$ cat config.mk
export PLATFORM = sky130hd
export DESIGN_NAME = mem_port_arbiter
export DESIGN_NICKNAME = d
export VERILOG_FILES = /design/src/rtl/mem_port_arbiter.sv
export SDC_FILE = /design/constraint.sdc
export NUM_CORES = 1
export LEC_CHECK = 0
export CAP_MARGIN = 20
export CORE_ASPECT_RATIO = 1.75
export CORE_MARGIN = 2
export CORE_UTILIZATION = 41
export DETAILED_ROUTE_END_ITERATION = 16
export PLACE_DENSITY = 0.8
export SLEW_MARGIN = 25
export SYNTH_ARGS = -nofsm -noshare
export SYNTH_HDL_FRONTEND = slang
export SYNTH_SLANG_ARGS = --single-unit
$ cat constraint.sdc
create_clock -name clk -period 4.9 [get_ports clk]
set_input_delay 0.735 -clock clk [delete_from_list [all_inputs] [get_ports clk]]
set_output_delay 0.735 -clock clk [all_outputs]
set_load 0.03 [all_outputs]
$ cat src/rtl/mem_port_arbiter.sv
// Single-port memory arbiter between instruction fetch and load/store, fixed-latency access.
// Optional macro ARB_STARVE_GUARD_EN: forces a fetch grant after STARVE_MAX consecutive data wins.
module mem_port_arbiter #(
  parameter int ADDR_W     = 32,
  parameter int DATA_W     = 32,
  parameter int MEM_LAT    = 2,
  parameter int STARVE_MAX = 4
) (
  input  logic              clk,
  input  logic              reset,
  input  logic              if_req,
  input  logic [ADDR_W-1:0] if_addr,
  output logic              if_ready,
  output logic [DATA_W-1:0] if_rdata,
  input  logic              d_req,
  input  logic              d_we,
  input  logic [ADDR_W-1:0] d_addr,
  input  logic [DATA_W-1:0] d_wdata,
  output logic              d_ready,
  output logic [DATA_W-1:0] d_rdata,
  output logic              mem_en,
  output logic              mem_we,
  output logic [ADDR_W-1:0] mem_addr,
  output logic [DATA_W-1:0] mem_wdata,
  input  logic [DATA_W-1:0] mem_rdata,
  output logic              busy,
  output logic              owner_d
);

  typedef enum logic [1:0] {IDLE, ACCESS, DONE} state_t;

  state_t     state;
  logic [3:0] lat_cnt;
  logic       force_fetch;
  logic       grant_d;
  logic       grant_f;

`ifdef ARB_STARVE_GUARD_EN
  logic [3:0] starve_cnt;

  assign force_fetch = if_req && (starve_cnt >= 4'(STARVE_MAX));

  always_ff @(posedge clk or posedge reset) begin
    if (reset) begin
      starve_cnt <= '0;
    end else if (state == IDLE) begin
      if (grant_f)
        starve_cnt <= '0;
      else if (grant_d && if_req && (starve_cnt < 4'(STARVE_MAX)))
        starve_cnt <= starve_cnt + 4'd1;
    end
  end
`else
  // Strict data priority; the threshold parameter has no effect in this build.
  assign force_fetch = (STARVE_MAX < 0);
`endif

  always_comb begin
    grant_d = d_req && !force_fetch;
    grant_f = if_req && !grant_d;
  end

  always_ff @(posedge clk or posedge reset) begin
    if (reset) begin
      state     <= IDLE;
      lat_cnt   <= '0;
      if_ready  <= 1'b0;
      d_ready   <= 1'b0;
      if_rdata  <= '0;
      d_rdata   <= '0;
      mem_en    <= 1'b0;
      mem_we    <= 1'b0;
      mem_addr  <= '0;
      mem_wdata <= '0;
      busy      <= 1'b0;
      owner_d   <= 1'b0;
    end else begin
      if_ready <= 1'b0;
      d_ready  <= 1'b0;
      case (state)
        IDLE: begin
          if (grant_d || grant_f) begin
            // mem_addr/mem_wdata/mem_we double as the latched request registers.
            state     <= ACCESS;
            busy      <= 1'b1;
            mem_en    <= 1'b1;
            owner_d   <= grant_d;
            lat_cnt   <= 4'(MEM_LAT - 1);
            mem_addr  <= grant_d ? d_addr : if_addr;
            mem_wdata <= grant_d ? d_wdata : '0;
            mem_we    <= grant_d && d_we;
          end
        end
        ACCESS: begin
          if (lat_cnt == 4'd0) begin
            state  <= DONE;
            mem_en <= 1'b0;
            mem_we <= 1'b0;
            if (owner_d) begin
              d_ready <= 1'b1;
              if (!mem_we)
                d_rdata <= mem_rdata;
            end else begin
              if_ready <= 1'b1;
              if_rdata <= mem_rdata;
            end
          end else begin
            lat_cnt <= lat_cnt - 4'd1;
          end
        end
        DONE: begin
          state <= IDLE;
          busy  <= 1'b0;
        end
        default: begin
          state <= IDLE;
          busy  <= 1'b0;
        end
      endcase
    end
  end

endmodule

==> results summary <==
In this run the power density over the cells is 759 nW/um2. Summed over all nets, the switching power comes to 2.72 mW. The first-pass iteration count of the detailed router came out at 4. The region available for standard cell placement spans 13800 um2. The maximum clock frequency is between 300 and 400 MHz. From bottom edge to top edge, the die measures 160 um. The cell chosen for the clock root is sky130_fd_sc_hd__clkbuf_16. Across all hold checks on the routed design, the worst slack comes to 501 ps.

The average vias per placed instance came out at around 5.2. The clock tree synthesis step divided the H-tree into 4 levels. The overall die area came out at 15000 um2. The maximum number of buffers from clock root to sink came out at 2. The final worst-path cycle share is 0.517. The area overhead of the layout relative to synthesis came out at 59.0%.

The detailed-route DRC error count came out at 0. The clock insertion delay at the later pin of the skew report is 410 ps. The number of global-route vias before repair is about 4800. The topmost layer with routed signal wires is met4. The post-cts gate resize count came out at 0. The CTS buffer count is 17. The length of routed met2 wiring is 8240 um. The required time at the worst-slack endpoint is 5190 ps. The maximum net fanout on the critical path came out at 32. After detailed placement, the design holds a cell count of 817. The first global-routing pass estimated 24900 um of wire. The adder and majority gate portion of the synthesized area came out at 0.00436. The yosys synthesis warning count is 0.

The post-cts hold buffer count is 0. The switching power share of the total is 0.393. The internal power contribution came out at approximately 4.2 mW.

The total count of hold-check failures in the final report is 0. Across all layers, the routed design uses 4424 vias. The portion of the post-synthesis area used by sequential elements is 0.611. The critical path is of the flip-flop to flip-flop type.

In the final design database the tool counted just under 800 nets. The class of the most critical hold timing path is flip-flop to flip-flop. The DRC marker count from the first detailed-route iteration is 143.

Across every metal layer, demand over resource in global routing totals 0.214. The detailed placement HPWL is 11300 um. The routed metal-1 wire length came out at 5590 um. The post-synthesis net count came out at 539. The final critical-path required period is approximately 2500 ps. The sequential share of power is 0.297. The initial antenna violation count came to 0. Clock-pin slew was measured on the worst setup and hold paths at roughly 60 ps. Across the run, the number of max-cap violations was 0.

The number of port buffers is 266. The parity-gate share of the synthesized area counting xor and xnor cells is 0.00153. Each instance of the synthesized netlist takes up on average 14.2 um2. The number of sinks handled by clock tree synthesis came out at 140. In the synthesized netlist the dominant register cell turns out to be sky130_fd_sc_hd__dfrtp_1.

The number of antenna diodes in the final layout is 0. The data arrival time of the critical path is approximately 2800 ps. Timing analysis after detailed placement gives a worst setup slack of roughly 2000 ps. The fraction of synthesized area in multiplexers is 0.203. The worst IR drop on VDD came out at 0.000348 V. The number of enable flip-flop cells after synthesis is 0. The count of mapped cells out of synthesis came out at 404.

The post-synthesis cell type count is 34. The number of top-level pins came out at around 270. Of the total synthesized cell area, the portion taken by AND, OR, NAND and NOR gates is 0.0177. The static leakage is just under 4 nW.

The share of total power dissipated in combinational logic is 0.502. STA classifies the critical path startpoint as a flip-flop. The compound-gate portion of the synthesized area came out at 0.127. The part of the total power dissipated in the clock network came out at 0.201.

The run finished with clean final reports. The worst slew slack as a fraction of its limit came out at 0.367. The share of flip-flops with an asynchronous set or reset is 1.00. In the final routed layout, each cell accounts on average for 18.4 um. The number of post-CTS setup repair buffers came out at 0.

The routed design uses ~970 um of met3 wire. The summed instance area of the synthesized netlist is 5740 um2. The final critical-path setup slack is between 2000 and 2500 ps.

The final setup skew is 10.7 ps. The number of standard-cell rows in the floorplan came out at 57. For the pin with the worst max-slew slack, the measured transition is 949 ps.

The number of antenna-violating nets in the routed design is 0. By area, the combinational part of the netlist is dominated by multiplexers. After detailed routing, the total wire length is 15600 um. The initial standard-cell utilization of the core came out at 0.417. TritonCTS built the clock tree. At the end of routability-driven placement, the weighted congestion stood at 0.862. Setup repair after global routing left no endpoint under its margin.

The filler-free cell count of the finished design is 847. For the final routed database, the setup TNS stands at 0 ps. The fraction of final layout cells sized beyond drive strength 1 came out at 0.158. The largest net degree at the start of global routing is 107.

STA classifies the critical path endpoint as a flip-flop. The number of pins with negative max-slew slack in the final report is 0. The aggregate global routing overflow came out at 0. Synthesis inferred 140 register bits. The width of the die is 93.4 um.

The number of setup violations in the final report came out at 0.
==> per-stage QoR <==
step / power (mW) / cell area (um2) / utilization
2_1_floorplan: 4.10 / 5740 / -
3_3_place_gp: 5.45 / 8480 / 0.616
3_5_place_dp: 5.56 / 8480 / 0.616
4_1_cts: 6.98 / 9120 / 0.662
5_1_grt: 7.26 / 9130 / 0.663
6_report: 6.93 / 9130 / 0.663
==> path summary, 6_finish.rpt <==
| path | start | end | slack [ps] | depth (start not counted) |
|---|---|---|---|---|
| min reg2reg | mem_wdata[31] | mem_wdata[31] | 500 | 1 |
| max | lat_cnt[0] | d_rdata[23] | 2370 | 5 |
| min | mem_wdata[31] | mem_wdata[31] | 500 | 1 |
| max reg2reg | lat_cnt[0] | d_rdata[23] | 2370 | 5 |
| max in group asynchronous | reset | if_rdata[6] | 3070 | 3 |
| min in group asynchronous | reset | if_rdata[25] | 880 | 2 |
==> cells in the mapped netlist, types with 2 or more instances <==
| library cell | count | share of area |
|---|---|---|
| sky130_fd_sc_hd__a21oi_1 | 34 | 0.030 |
| sky130_fd_sc_hd__a22o_1 | 32 | 0.049 |
| sky130_fd_sc_hd__a31oi_1 | 32 | 0.035 |
| sky130_fd_sc_hd__and2_1 | 2 | 0.0022 |
| sky130_fd_sc_hd__buf_12 | 3 | 0.010 |
| sky130_fd_sc_hd__buf_2 | 4 | 0.0035 |
| sky130_fd_sc_hd__clkbuf_1 | 25 | 0.016 |
| sky130_fd_sc_hd__dfrtp_1 | 140 | 0.61 |
| sky130_fd_sc_hd__ha_1 | 2 | 0.0044 |
| sky130_fd_sc_hd__inv_1 | 5 | 0.0033 |
| sky130_fd_sc_hd__mux2_2 | 34 | 0.067 |
| sky130_fd_sc_hd__mux2_4 | 30 | 0.078 |
| sky130_fd_sc_hd__mux2i_1 | 33 | 0.058 |
| sky130_fd_sc_hd__nand2_1 | 5 | 0.0033 |
| sky130_fd_sc_hd__nor2_1 | 2 | 0.0013 |
| sky130_fd_sc_hd__o21ai_0 | 2 | 0.0017 |
| sky130_fd_sc_hd__o21bai_1 | 2 | 0.0026 |
==> power groups by stage <==
stage	Combinational, mW	Clock, mW	Sequential (mW)
global placement	3.42	0	2.04
detailed placement	3.50	0	2.06
global route	3.66	1.48	2.12
finish	3.47	1.39	2.06
floorplan	1.04	0	3.06
CTS	3.51	1.42	2.06
==> critical path, stage by stage (launching register included) <==
cell and delay, ps:
sky130_fd_sc_hd__dfrtp_1 410, sky130_fd_sc_hd__inv_1 100, sky130_fd_sc_hd__ha_1 170, sky130_fd_sc_hd__or3b_1 490, sky130_fd_sc_hd__or4b_4 830, sky130_fd_sc_hd__mux2_4 400
==> state kept, by name (all words and copies together), names as in the netlist <==
name and count:
d_ready 1, if_rdata 32, busy 1, lat_cnt 4
state 2, mem_en 1, d_rdata 32, mem_we 1
if_ready 1, mem_addr 32, mem_wdata 32, owner_d 1
==> cells in the final DEF, fill, tap and decap left out, types with 2 or more instances in the layout <==
master,n
sky130_fd_sc_hd__o21ai_0,2
sky130_fd_sc_hd__bufinv_16,5
sky130_fd_sc_hd__mux2i_1,33
sky130_fd_sc_hd__buf_4,4
sky130_fd_sc_hd__inv_1,4
sky130_fd_sc_hd__mux2_4,30
sky130_fd_sc_hd__inv_6,2
sky130_fd_sc_hd__clkbuf_16,17
sky130_fd_sc_hd__clkinv_4,5
sky130_fd_sc_hd__mux2_2,34
sky130_fd_sc_hd__a22o_1,32
sky130_fd_sc_hd__a21oi_1,34
sky130_fd_sc_hd__a31oi_1,32
sky130_fd_sc_hd__ha_1,2
sky130_fd_sc_hd__clkdlybuf4s50_1,265
sky130_fd_sc_hd__nand2_1,4
sky130_fd_sc_hd__o21bai_1,2
sky130_fd_sc_hd__dfrtp_1,140
==> cells by family (layout without fill, tap and decap cells) <==
kind of cell / count (synthesis) / in the layout
flops: 140 / 140
compound gates: 108 / 108
mux: 97 / 97
buf+inv: 39 / 305
simple gates: 17 / 17
fa+ha+maj: 2 / 2
xor+xnor: 1 / 1
==> per-layer routing <==
metal  up-vias  track usage
met5         -            0
met4         0        0.122
met3        48       0.0591
met2       208        0.364
met1      2160        0.235
li1       2008            -
==> final cells by class <==
cell class | count | area [um2]
repair buffers | 270 | 2690
flip-flops and latches | 140 | 3500
inverters | 5 | 26.3
clock inverters | 13 | 216
multi-input cells | 225 | 2040
fillers | 1006 | 4640
well taps | 177 | 221
clock buffers | 17 | 425
Note: power is estimated with default switching activity, not from simulation.
